<file path="src/rtl/ntt_axil_pkg.sv">
// ntt_axil_pkg: register map, control bits, FSM encoding and response codes for the NTT AXI-Lite host.
package ntt_axil_pkg;
   localparam logic [7:0] OFF_STATUS = 8'h00;
   localparam logic [7:0] OFF_CTRL = 8'h04;
   localparam logic [7:0] OFF_P = 8'h08;
   localparam logic [7:0] OFF_R = 8'h0C;
   localparam int CTRL_RUN = 0;
   localparam int CTRL_CV = 1;
   localparam int STAT_CPL = 0;
   localparam logic [31:0] CTRL_GO = (32'd1 << CTRL_RUN) | (32'd1 << CTRL_CV);
   localparam logic [1:0] RESP_OKAY = 2'b00;
   localparam logic [3:0] WSTRB_ALL = 4'hF;
   typedef logic [2:0] state_t;
   localparam state_t IDLE = 3'd0;
   localparam state_t WR_P = 3'd1;
   localparam state_t WR_R = 3'd2;
   localparam state_t WR_RUN = 3'd3;
   localparam state_t POLL = 3'd4;
   localparam state_t WR_CLR = 3'd5;
   localparam state_t FINISH = 3'd6;
   function automatic logic is_xact(state_t s);
      return s inside {WR_P, WR_R, WR_RUN, POLL, WR_CLR};
   endfunction
   function automatic logic [7:0] reg_off(state_t s);
      return s == WR_P ? OFF_P : s == WR_R ? OFF_R : s == POLL ? OFF_STATUS : OFF_CTRL;
   endfunction
endpackage

</file>
<file path="src/rtl/ntt_axil_if.sv">
// ntt_axil_if: AXI4-Lite bus between the NTT host (master) and the accelerator register window (slave).
interface ntt_axil_if #(parameter int C_ADDR_WIDTH = 32);
   logic [C_ADDR_WIDTH-1:0] M_AWADDR;
   logic M_AWVALID, M_AWREADY;
   logic [31:0] M_WDATA;
   logic [3:0] M_WSTRB;
   logic M_WVALID, M_WREADY;
   logic [1:0] M_BRESP;
   logic M_BVALID, M_BREADY;
   logic [C_ADDR_WIDTH-1:0] M_ARADDR;
   logic M_ARVALID, M_ARREADY;
   logic [31:0] M_RDATA;
   logic [1:0] M_RRESP;
   logic M_RVALID, M_RREADY;
   modport master (
      output M_AWADDR, M_AWVALID, M_WDATA, M_WSTRB, M_WVALID, M_BREADY, M_ARADDR, M_ARVALID, M_RREADY,
      input M_AWREADY, M_WREADY, M_BRESP, M_BVALID, M_ARREADY, M_RDATA, M_RRESP, M_RVALID
   );
   modport slave (
      input M_AWADDR, M_AWVALID, M_WDATA, M_WSTRB, M_WVALID, M_BREADY, M_ARADDR, M_ARVALID, M_RREADY,
      output M_AWREADY, M_WREADY, M_BRESP, M_BVALID, M_ARREADY, M_RDATA, M_RRESP, M_RVALID
   );
endinterface

</file>
<file path="src/rtl/ntt_axil_xact.sv">
// ntt_axil_xact: single-outstanding AXI4-Lite write-or-read engine; ack/rdata/resp are valid in the B or R handshake cycle.
module ntt_axil_xact
   import ntt_axil_pkg::*;
#(
   parameter int C_ADDR_WIDTH = 32
) (
   input logic ACLK,
   input logic ARESETN,
   ntt_axil_if.master m,
   input logic req,
   input logic we,
   input logic [C_ADDR_WIDTH-1:0] addr,
   input logic [31:0] wdata,
   output logic ack,
   output logic [31:0] rdata,
   output logic [1:0] resp
);
   logic b_hs, r_hs, idle;
   assign b_hs = m.M_BVALID && m.M_BREADY;
   assign r_hs = m.M_RVALID && m.M_RREADY;
   assign ack = b_hs || r_hs;
   assign rdata = m.M_RDATA;
   assign resp = b_hs ? m.M_BRESP : m.M_RRESP;
   assign idle = !(m.M_AWVALID || m.M_WVALID || m.M_BREADY || m.M_ARVALID || m.M_RREADY);
   assign m.M_WSTRB = WSTRB_ALL;
   // A new request is taken in the completing cycle too, so back-to-back transactions have no bubble.
   always_ff @(posedge ACLK or negedge ARESETN)
      if (!ARESETN) begin
         m.M_AWVALID <= 1'b0;
         m.M_WVALID <= 1'b0;
         m.M_BREADY <= 1'b0;
         m.M_ARVALID <= 1'b0;
         m.M_RREADY <= 1'b0;
         m.M_AWADDR <= '0;
         m.M_WDATA <= '0;
         m.M_ARADDR <= '0;
      end else begin
         if (m.M_AWREADY) m.M_AWVALID <= 1'b0;
         if (m.M_WREADY) m.M_WVALID <= 1'b0;
         if ((m.M_AWVALID || m.M_WVALID) && (!m.M_AWVALID || m.M_AWREADY) && (!m.M_WVALID || m.M_WREADY))
            m.M_BREADY <= 1'b1;
         if (b_hs) m.M_BREADY <= 1'b0;
         if (m.M_ARVALID && m.M_ARREADY) begin
            m.M_ARVALID <= 1'b0;
            m.M_RREADY <= 1'b1;
         end
         if (r_hs) m.M_RREADY <= 1'b0;
         if (req && (idle || ack)) begin
            if (we) begin
               m.M_AWVALID <= 1'b1;
               m.M_WVALID <= 1'b1;
               m.M_AWADDR <= addr;
               m.M_WDATA <= wdata;
            end else begin
               m.M_ARVALID <= 1'b1;
               m.M_ARADDR <= addr;
            end
         end
      end
endmodule

</file>
<file path="src/rtl/ntt_axil_host.sv">
// ntt_axil_host: programs modulus/root into the NTT accelerator, starts it, polls for completion and clears run.
module ntt_axil_host
   import ntt_axil_pkg::*;
#(
   parameter int C_ADDR_WIDTH = 32,
   parameter int C_DATA_WIDTH = 32,
   parameter logic [31:0] BASE_ADDR = 32'h0,
   parameter logic [15:0] POLL_LIMIT = 16'hFFFF
) (
   input logic ACLK,
   input logic ARESETN,
   ntt_axil_if.master m,
   input logic start,
   input logic [31:0] p_in,
   input logic [31:0] r_in,
   output logic busy,
   output logic done,
   output logic error,
   output logic timeout,
   output logic [C_DATA_WIDTH-1:0] status
);
   state_t state, nxt;
   logic [31:0] p_q, r_q, x_wdata, x_rdata;
   logic [15:0] polls;
   logic [C_ADDR_WIDTH-1:0] x_addr;
   logic [1:0] x_resp;
   logic issued, issue, ack, bad, hit_limit;
   assign busy = state != IDLE;
   assign done = state == FINISH;
   assign bad = ack && x_resp != RESP_OKAY;
   always_comb begin
      nxt = state;
      hit_limit = 1'b0;
      case (state)
         IDLE: nxt = start ? WR_P : IDLE;
         WR_P: if (ack) nxt = bad ? WR_CLR : WR_R;
         WR_R: if (ack) nxt = bad ? WR_CLR : WR_RUN;
         WR_RUN: if (ack) nxt = bad ? WR_CLR : POLL;
         POLL: if (ack) begin
            hit_limit = !bad && !x_rdata[STAT_CPL] && (polls + 16'd1 >= POLL_LIMIT);
            nxt = (bad || x_rdata[STAT_CPL] || hit_limit) ? WR_CLR : POLL;
         end
         WR_CLR: if (ack) nxt = FINISH;
         default: nxt = IDLE;
      endcase
   end
   // The next state's transaction is requested in the same cycle the previous one completes.
   assign issue = busy && is_xact(nxt) && (ack || !issued);
   assign x_addr = C_ADDR_WIDTH'(BASE_ADDR) + C_ADDR_WIDTH'(reg_off(nxt));
   assign x_wdata = nxt == WR_P ? p_q : nxt == WR_R ? r_q : nxt == WR_RUN ? CTRL_GO : 32'h0;
   always_ff @(posedge ACLK or negedge ARESETN)
      if (!ARESETN) begin
         state <= IDLE;
         issued <= 1'b0;
         p_q <= '0;
         r_q <= '0;
         polls <= '0;
         error <= 1'b0;
         timeout <= 1'b0;
         status <= '0;
      end else begin
         state <= nxt;
         issued <= issue || (issued && !ack);
         if (state == IDLE && start) begin
            p_q <= p_in;
            r_q <= r_in;
            polls <= '0;
            error <= 1'b0;
            timeout <= 1'b0;
         end
         if (ack && state == POLL) begin
            polls <= polls + 16'd1;
            status <= C_DATA_WIDTH'(x_rdata);
         end
         if (bad || hit_limit) error <= 1'b1;
         if (hit_limit) timeout <= 1'b1;
      end
   ntt_axil_xact #(.C_ADDR_WIDTH(C_ADDR_WIDTH)) u_xact (
      .ACLK(ACLK),
      .ARESETN(ARESETN),
      .m(m),
      .req(issue),
      .we(nxt != POLL),
      .addr(x_addr),
      .wdata(x_wdata),
      .ack(ack),
      .rdata(x_rdata),
      .resp(x_resp)
   );
endmodule

</file>
<file path="src/flat_wrapper.sv">
// flat-port wrapper written by rule: the top's interface ports become plain ports
module ntt_axil_host_flat import ntt_axil_pkg::*;
#(
   parameter int C_ADDR_WIDTH = 32,
   parameter int C_DATA_WIDTH = 32,
   parameter logic [31:0] BASE_ADDR = 32'h0,
   parameter logic [15:0] POLL_LIMIT = 16'hFFFF
)
  (ACLK, ARESETN, start, p_in, r_in, busy, done, error, timeout, status, m_M_AWADDR, m_M_AWVALID, m_M_WDATA, m_M_WSTRB, m_M_WVALID, m_M_BREADY, m_M_ARADDR, m_M_ARVALID, m_M_RREADY, m_M_AWREADY, m_M_WREADY, m_M_BRESP, m_M_BVALID, m_M_ARREADY, m_M_RDATA, m_M_RRESP, m_M_RVALID);
  ntt_axil_if #(.C_ADDR_WIDTH(C_ADDR_WIDTH)) m_i ();
  input logic ACLK;
  input logic ARESETN;
  input logic start;
  input logic [31:0] p_in;
  input logic [31:0] r_in;
  output logic busy;
  output logic done;
  output logic error;
  output logic timeout;
  output logic [C_DATA_WIDTH-1:0] status;
  output wire logic [$bits(m_i.M_AWADDR)-1:0] m_M_AWADDR;
  output wire logic [$bits(m_i.M_AWVALID)-1:0] m_M_AWVALID;
  output wire logic [$bits(m_i.M_WDATA)-1:0] m_M_WDATA;
  output wire logic [$bits(m_i.M_WSTRB)-1:0] m_M_WSTRB;
  output wire logic [$bits(m_i.M_WVALID)-1:0] m_M_WVALID;
  output wire logic [$bits(m_i.M_BREADY)-1:0] m_M_BREADY;
  output wire logic [$bits(m_i.M_ARADDR)-1:0] m_M_ARADDR;
  output wire logic [$bits(m_i.M_ARVALID)-1:0] m_M_ARVALID;
  output wire logic [$bits(m_i.M_RREADY)-1:0] m_M_RREADY;
  input wire logic [$bits(m_i.M_AWREADY)-1:0] m_M_AWREADY;
  input wire logic [$bits(m_i.M_WREADY)-1:0] m_M_WREADY;
  input wire logic [$bits(m_i.M_BRESP)-1:0] m_M_BRESP;
  input wire logic [$bits(m_i.M_BVALID)-1:0] m_M_BVALID;
  input wire logic [$bits(m_i.M_ARREADY)-1:0] m_M_ARREADY;
  input wire logic [$bits(m_i.M_RDATA)-1:0] m_M_RDATA;
  input wire logic [$bits(m_i.M_RRESP)-1:0] m_M_RRESP;
  input wire logic [$bits(m_i.M_RVALID)-1:0] m_M_RVALID;
  assign m_M_AWADDR = m_i.M_AWADDR;
  assign m_M_AWVALID = m_i.M_AWVALID;
  assign m_M_WDATA = m_i.M_WDATA;
  assign m_M_WSTRB = m_i.M_WSTRB;
  assign m_M_WVALID = m_i.M_WVALID;
  assign m_M_BREADY = m_i.M_BREADY;
  assign m_M_ARADDR = m_i.M_ARADDR;
  assign m_M_ARVALID = m_i.M_ARVALID;
  assign m_M_RREADY = m_i.M_RREADY;
  assign m_i.M_AWREADY = m_M_AWREADY;
  assign m_i.M_WREADY = m_M_WREADY;
  assign m_i.M_BRESP = m_M_BRESP;
  assign m_i.M_BVALID = m_M_BVALID;
  assign m_i.M_ARREADY = m_M_ARREADY;
  assign m_i.M_RDATA = m_M_RDATA;
  assign m_i.M_RRESP = m_M_RRESP;
  assign m_i.M_RVALID = m_M_RVALID;
  ntt_axil_host #(.C_ADDR_WIDTH(C_ADDR_WIDTH), .C_DATA_WIDTH(C_DATA_WIDTH), .BASE_ADDR(BASE_ADDR), .POLL_LIMIT(POLL_LIMIT)) u_core (.ACLK(ACLK), .ARESETN(ARESETN), .m(m_i), .start(start), .p_in(p_in), .r_in(r_in), .busy(busy), .done(done), .error(error), .timeout(timeout), .status(status));
endmodule
</file>
<file path="config.mk">
export PLATFORM = sky130hd
export DESIGN_NAME = ntt_axil_host_flat
export DESIGN_NICKNAME = d
export VERILOG_FILES = /design/src/rtl/ntt_axil_pkg.sv /design/src/rtl/ntt_axil_if.sv /design/src/rtl/ntt_axil_xact.sv /design/src/rtl/ntt_axil_host.sv /design/src/flat_wrapper.sv
export SDC_FILE = /design/constraint.sdc
export NUM_CORES = 1
export LEC_CHECK = 0
export BUFFER_PORTS_ARGS = -buffer_cell sky130_fd_sc_hd__buf_2
export CORE_ASPECT_RATIO = 0.5
export CORE_UTILIZATION = 53
export CTS_BUF_LIST = sky130_fd_sc_hd__clkbuf_8
export CTS_CLUSTER_SIZE = 14
export DETAILED_ROUTE_END_ITERATION = 8
export GPL_TIMING_DRIVEN = 0
export PLACE_DENSITY = 0.9
export SYNTH_ARGS = -nofsm -noshare
export SYNTH_HDL_FRONTEND = slang
export SYNTH_SLANG_ARGS = --single-unit
</file>
<file path="constraint.sdc">
create_clock -name ACLK -period 3 [get_ports ACLK]
set_input_delay 0.3 -clock ACLK [delete_from_list [all_inputs] [get_ports ACLK]]
set_output_delay 0.3 -clock ACLK [all_outputs]
set_load 0.01 [all_outputs]
</file>
==> results.py, run 1 <==
metrics = {
    "power_and_ir_drop": {
        "swShare": 0.359,
        "power.switching_w": 0.00301,
        "vdd_drop_max_mv": 0.409,
        "intPower_w": 0.00537,
        "power.density_mw_per_mm2": 896,
        "pwr-share-clk": 0.186,
        "power.leakage_nw": 4.90,
        "pwr-share-comb": 0.399,
        "seq_power_share": 0.415,
    },
    "placed_design": {
        "routabilityCongestion": 0.944,
        "placed_area_mm2": 0.00895,
        "portBuffers": 184,
        "dp_hpwl_um": 12700,
        "post-place-ws_ns": 0.179,
    },
    "cts": {
        "clock_latency_ns": 0.45,
        "clock_path_buffers": 2,
        "clock-sinks": 159,
        "clkTransAtPathRegs_ns": 0.10,
        "cts_inserted_buffers": 17,
        "htreeDepth": 4,
        "post_cts_buffers": 0,
        "cts_tree": "built",
        "clock-root-buffer": "clkbuf_8",
    },
    "setup_path": {
        "critical_path_class": "flip-flop to flip-flop",
        "crit_arrival_ns": 3.06,
        "end_kind": "flip-flop",
        "cp.required_ns": 3.33,
        "crit_fanout": 10,
        "worstSetupStartpointType": "flip-flop",
    },
    "logic_synthesis": {
        "yosys_warnings": 0,
        "synth_flop_cell": "dfrtp_1",
        "synth_area_leaders": "dfrtp_1, mux2_2, buf_4",
        "netlist.area_leader.share": 0.529,
        "synth_top_area_cell": "dfrtp_1",
        "synth_edf_count": 0,
        "synth_seq_cells": 159,
        "synth.cells.most_frequent": "dfrtp_1, nand2_1, mux2_2",
        "syn_avg_cell_area_um2": 11.3,
        "yosysMostFrequentCell": "dfrtp_1",
        "syn-cell-area_mm2": 0.00752,
        "syn-instance-count": 666,
        "synth-seq-area-share": 0.529,
        "synth_cell_types": 54,
        "async_flop_share": 1.00,
    },
    "finish": {
        "antenna_cells": 0,
        "final_area_mm2": 0.00935,
        "multi_input_area_mm2": 0.00309,
        "nFillCells": 1006,
        "fin_nets": 1043,
        "drive_gt1_frac": 0.418,
        "syn2layout_area_growth_pct": 24.4,
        "layout.area.seq_mm2": 0.00398,
    },
    "flow_run": {
        "cap_violations": 0,
    },
    "floorplan": {
        "fp.dieW_um": 170,
        "io_pins": 249,
        "die_area_mm2": 0.0147,
        "start_util": 0.549,
        "die_y_um": 86.2,
        "core-area_mm2": 0.0137,
        "fp-row-count": 30,
    },
    "sta": {
        "hold_violations": 0,
        "final-setup-viol-count": 0,
        "worst_pin_slew_ns": 0.923,
        "rsz0062_at_grt": "no",
        "fin_crit_ns": 2.72,
        "min_period_over_period": 0.908,
        "slew_headroom": 0.384,
        "finClkSkew_ns": 0.0146,
        "fmax_mhz": 367,
        "slew_viol_final": 0,
        "finalWorstSetupSlack_ns": 0.275,
    },
    "status": {
        "status": "completed",
    },
    "global_routing": {
        "grtUsageTotal": 0.247,
        "first_global_vias": 5794,
        "grt_max_degree": 102,
        "overflow": 0,
        "grt_pass1_wl_um": 28200,
        "antenna_found_initial": 1,
    },
    "min_path": {
        "worstHoldPathType": "input port to flip-flop",
    },
    "detailed_routing": {
        "routedWlPerCell_um": 15.6,
        "drc": 0,
        "routed_wl_um": 17800,
        "drtIter0Drc": 488,
        "vias_per_cell": 5.18,
        "detail-route-antenna-nets": 0,
        "vias": 5896,
        "dr.pass1.iters": 5,
    },
}
==> layout by cell type (no fill, tap or decap), types with 5 or more instances in the layout <==
cell type,synthesis,routed
buf_4,65,65
mux2_2,71,71
and2_1,5,5
nand3_1,8,8
dfrtp_1,159,159
clkbuf_8,0,19
nand2_1,116,116
inv_1,13,14
a22o_1,31,31
a21oi_1,13,13
nand4_1,5,5
buf_2,5,188
conb_1,2,64
o31ai_1,6,6
nor2_1,22,22
o21ai_0,33,33
nor4_1,5,5
mux2_4,24,24
clkbuf_1,21,20
==> layout make-up <==
type	count	share of cell area
plain buffers	98	0.0686
clock buffers	19	0.0280
clock inverters	13	0.0135
inverters	13	0.00522
multi-input cells	458	0.330
flip-flops and latches	159	0.425
well taps	192	0.0257
repair buffers	186	0.103
==> routing by layer <==
layer | part of all wire | up-vias | global-route usage | wire length (um)
met5 | 0.00056 | - | 0 | 10
met4 | 0.028 | 2 | 0.120 | 492
met3 | 0.061 | 53 | 0.0548 | 1080
met2 | 0.52 | 260 | 0.433 | 9200
met1 | 0.39 | 2870 | 0.292 | 6980
li1 | - | 2711 | - | -
==> stage by stage <==
stage	instances	total power (W)	TNS, ns	hold WS, ns	util
floorplan	728	0.00576	0	0.00441	-
global placement	1104	0.00662	-91.71	0.454	0.651
detailed placement	1105	0.00682	0	0.457	0.653
CTS	1138	0.00839	0	0.0208	0.682
global route	1138	0.00887	0	0.0165	0.683
finish	1138	0.00838	0	0.0356	0.683
==> path summary, 6_finish.rpt <==
kind | startpoint | end | slack [ns] | cells after the start
worst max-delay path | u_core.u_xact.m.M_BREADY$_DFFE_PN0P_ | u_core.u_xact.m.M_WDATA[24]$_DFFE_PN0P_ | 0.28 | 7
worst min-delay path | m_M_RDATA[4] | u_core.status[4]$_DFFE_PN0P_ | 0.04 | 3
worst max register to register | u_core.u_xact.m.M_BREADY$_DFFE_PN0P_ | u_core.u_xact.m.M_WDATA[24]$_DFFE_PN0P_ | 0.28 | 7
worst min register to register | u_core.status[22]$_DFFE_PN0P_ | u_core.status[22]$_DFFE_PN0P_ | 0.47 | 2
max in group asynchronous | ARESETN | u_core.u_xact.m.M_WDATA[1]$_DFFE_PN0P_ | 1.64 | 3
min in group asynchronous | ARESETN | u_core.status[10]$_DFFE_PN0P_ | 0.54 | 2
==> timing repair <==
action / in CTS / in global routing
hold endpoints to repair: 13 / 0
resized for setup: 0 / 3
hold buffers: 1 / 0
setup endpoints to repair: 0 / 36
==> state kept, by name (all words and copies together), names as in the netlist <==
register and flops:
u_core.u_xact.m.M_ARADDR 2, u_core.error 1, u_core.state 3, u_core.u_xact.m.M_AWVALID 1, u_core.u_xact.m.M_ARVALID 1, u_core.r_q 32, u_core.u_xact.m.M_WVALID 1, u_core.u_xact.m.M_AWADDR 2
u_core.u_xact.m.M_WDATA 32, u_core.u_xact.m.M_BREADY 1, u_core.status 32, u_core.polls 16, u_core.issued 1, u_core.u_xact.m.M_RREADY 1, u_core.p_q 32, u_core.timeout 1
==> kinds of logic (layout without fill, tap and decap cells) <==
logic type,after synthesis,in the layout,share of synthesized area
AOI/OAI and AO/OA,113,113,0.109
xor gates and xnor gates,2,2,0.00233
adders and majority gates,2,2,0.00333
buffers and inverters,111,329,0.0917
DFF,159,159,0.529
muxes,99,99,0.160
other,2,64,0.000999
and+or+nand+nor,178,178,0.104
==> power groups by stage <==
stage               Sequential (W)  Combinational (W)  Clock, W
finish                     0.00348            0.00334   0.00156
global route               0.00356            0.00362   0.00168
CTS                        0.00347            0.00334   0.00158
detailed placement         0.00350            0.00332         0
global placement           0.00343            0.00319         0
floorplan                  0.00356            0.00220         0
==> worst max-delay path: stages, from the launching register on <==
cell,delay [ns]
dfrtp_1,0.48
a22o_1,0.32
and2_1,0.26
o21ai_0,0.15
and2_1,0.24
a211oi_4,0.56
buf_6,0.28
mux2_4,0.32
Note: power is estimated with default switching activity, not from simulation.
==> inputs of run 2 (changes only) <==
- CORE_ASPECT_RATIO: 0.5 -> 1.25
==> run 2 against run 1 <==
First-iteration DRC count fell by 52%; worst hold slack lost 0.0049 ns; cell count decreased by 1.5%; design area fell by 0.16%; clock power up 3%; die area fell by 0.17%; count of clock-buffer cells in the layout down 1; via count shrank 2.5%; critical endpoint is now u_core.r_q[5]$_DFFE_PN0P_.
==> results.py, run 2 (same netlist as run 1, synthesis figures left out) <==
metrics = {
    "sta": {
        "hold_violations": 0,
        "setup_tns_ns": 0,
        "final-setup-viol-count": 0,
        "worst_pin_slew_ns": 0.705,
        "fmax_mhz": 364,
        "finalWorstSetupSlack_ns": 0.250,
        "fin_crit_ns": 2.75,
        "rsz0062_at_grt": "no",
        "min_period_over_period": 0.917,
        "slew_viol_final": 0,
        "holdWs_ns": 0.0307,
        "finClkSkew_ns": 0.0130,
        "slew_headroom": 0.530,
    },
    "cts": {
        "clkTransAtPathRegs_ns": 0.09,
        "clock-root-buffer": "clkbuf_8",
        "cts_inserted_buffers": 17,
        "clock-sinks": 159,
        "cts_tree": "built",
        "clock_latency_ns": 0.45,
        "htreeDepth": 4,
        "clock_path_buffers": 2,
    },
    "setup_path": {
        "critical_path_class": "flip-flop to flip-flop",
        "crit_fanout": 10,
        "end_kind": "flip-flop",
        "worstSetupStartpointType": "flip-flop",
        "cp.required_ns": 3.33,
        "crit_arrival_ns": 3.08,
    },
    "detailed_routing": {
        "routedWlPerCell_um": 15.6,
        "drc": 0,
        "vias_per_cell": 5.13,
        "routed_wl_um": 17500,
        "detail-route-antenna-nets": 0,
        "vias": 5747,
        "dr.pass1.iters": 4,
        "drtIter0Drc": 234,
    },
    "finish": {
        "antenna_cells": 0,
        "drive_gt1_frac": 0.419,
        "final_common_cell": "buf_2",
        "syn2layout_area_growth_pct": 24.2,
        "final_cell_mix": "buf_2, dfrtp_1, nand2_1",
        "fin_nets": 1043,
        "postLayoutCoreUtil": 0.676,
    },
    "global_routing": {
        "grt_max_degree": 98,
        "overflow": 0,
        "first_global_vias": 5752,
        "antenna_found_initial": 0,
        "grtUsageTotal": 0.247,
        "grt_pass1_wl_um": 27900,
    },
    "floorplan": {
        "start_util": 0.544,
        "die_y_um": 135,
        "core-area_mm2": 0.0138,
        "io_pins": 249,
        "die_area_mm2": 0.0147,
        "fp-row-count": 48,
        "fp.dieW_um": 109,
    },
    "min_path": {
        "worstHoldPathType": "input port to flip-flop",
    },
    "power_and_ir_drop": {
        "power.leakage_nw": 4.90,
        "vdd_drop_max_mv": 0.594,
        "power.total_w": 0.00839,
        "power.density_mw_per_mm2": 899,
    },
    "status": {
        "status": "completed",
    },
    "placed_design": {
        "post-place-ws_ns": 0.156,
        "portBuffers": 184,
        "dp_hpwl_um": 12800,
        "routabilityCongestion": 0.931,
    },
    "flow_run": {
        "cap_violations": 0,
    },
}
run 2: cell count changes in the layout (fill, tap and decap cells not counted):
cell        before  now
clkbuf_8        19   18
clkinv_2         1    0
clkinv_4         3    2
clkinvlp_4       2    4
inv_1           14   13
inv_8            1    3
run 2: repair_timing:
item                                   in CTS  in global routing
hold buffers                                1                  0
resized for setup                           0                  3
endpoints found under the hold margin      62                  0
setup endpoints to repair                   0                 36
buffers inserted                            0                  0
run 2: cell type report:
| type | count | area, um^2 |
|---|---|---|
| Buffer | 98 | 642 |
| Clock inverter | 14 | 146 |
| Fill cell | 1073 | 4480 |
| Timing Repair Buffer | 186 | 965 |
| Tap cell | 175 | 219 |
| Inverter | 13 | 48.8 |
| Sequential cell | 159 | 3980 |
| Clock buffer | 18 | 248 |
| Multi-Input combinational cell | 458 | 3090 |
run 2: critical path, stage by stage, from the launching register on:
cell      delay, ns
dfrtp_1        0.37
clkbuf_1       0.21
nor3_1         0.39
inv_1          0.17
nor2_1         0.30
clkbuf_1       0.44
buf_2          0.37
mux2_2         0.39
run 2: where the power goes:
group,internal [W],switching [W]
Sequential,0.00298,0.000489
Clock,0.000707,0.000888
Combinational,0.00167,0.00165
Total,0.00536,0.00303
run 2: stage by stage:
stage | cell area [um^2] | cells
floorplan | 7750 | 728
global placement | 8890 | 1087
detailed placement | 8930 | 1088
CTS | 9330 | 1121
global route | 9340 | 1121
finish | 9340 | 1121
run 2: worst paths after layout:
path	startpoint	endpoint	slack, ns	depth (start not counted)
max reg2reg	u_core.state[1]$_DFF_PN0_	u_core.r_q[5]$_DFFE_PN0P_	0.25	7
max	u_core.state[1]$_DFF_PN0_	u_core.r_q[5]$_DFFE_PN0P_	0.25	7
min	m_M_RDATA[12]	u_core.status[12]$_DFFE_PN0P_	0.03	3
min reg2reg	u_core.status[25]$_DFFE_PN0P_	u_core.status[25]$_DFFE_PN0P_	0.48	2
max in group asynchronous	ARESETN	u_core.u_xact.m.M_BREADY$_DFFE_PN0P_	1.73	3
min in group asynchronous	ARESETN	u_core.polls[8]$_DFFE_PN0P_	0.40	2
run 2: layer usage:
metal | vias to the layer above | routed length (um) | global-route usage | part of all wire
met4 | 0 | 376 | 0.0961 | 0.022
li1 | 2721 | - | - | -
met3 | 38 | 1320 | 0.0702 | 0.076
met2 | 236 | 9190 | 0.437 | 0.53
met5 | - | 0 | 0 | 0
met1 | 2752 | 6570 | 0.279 | 0.38
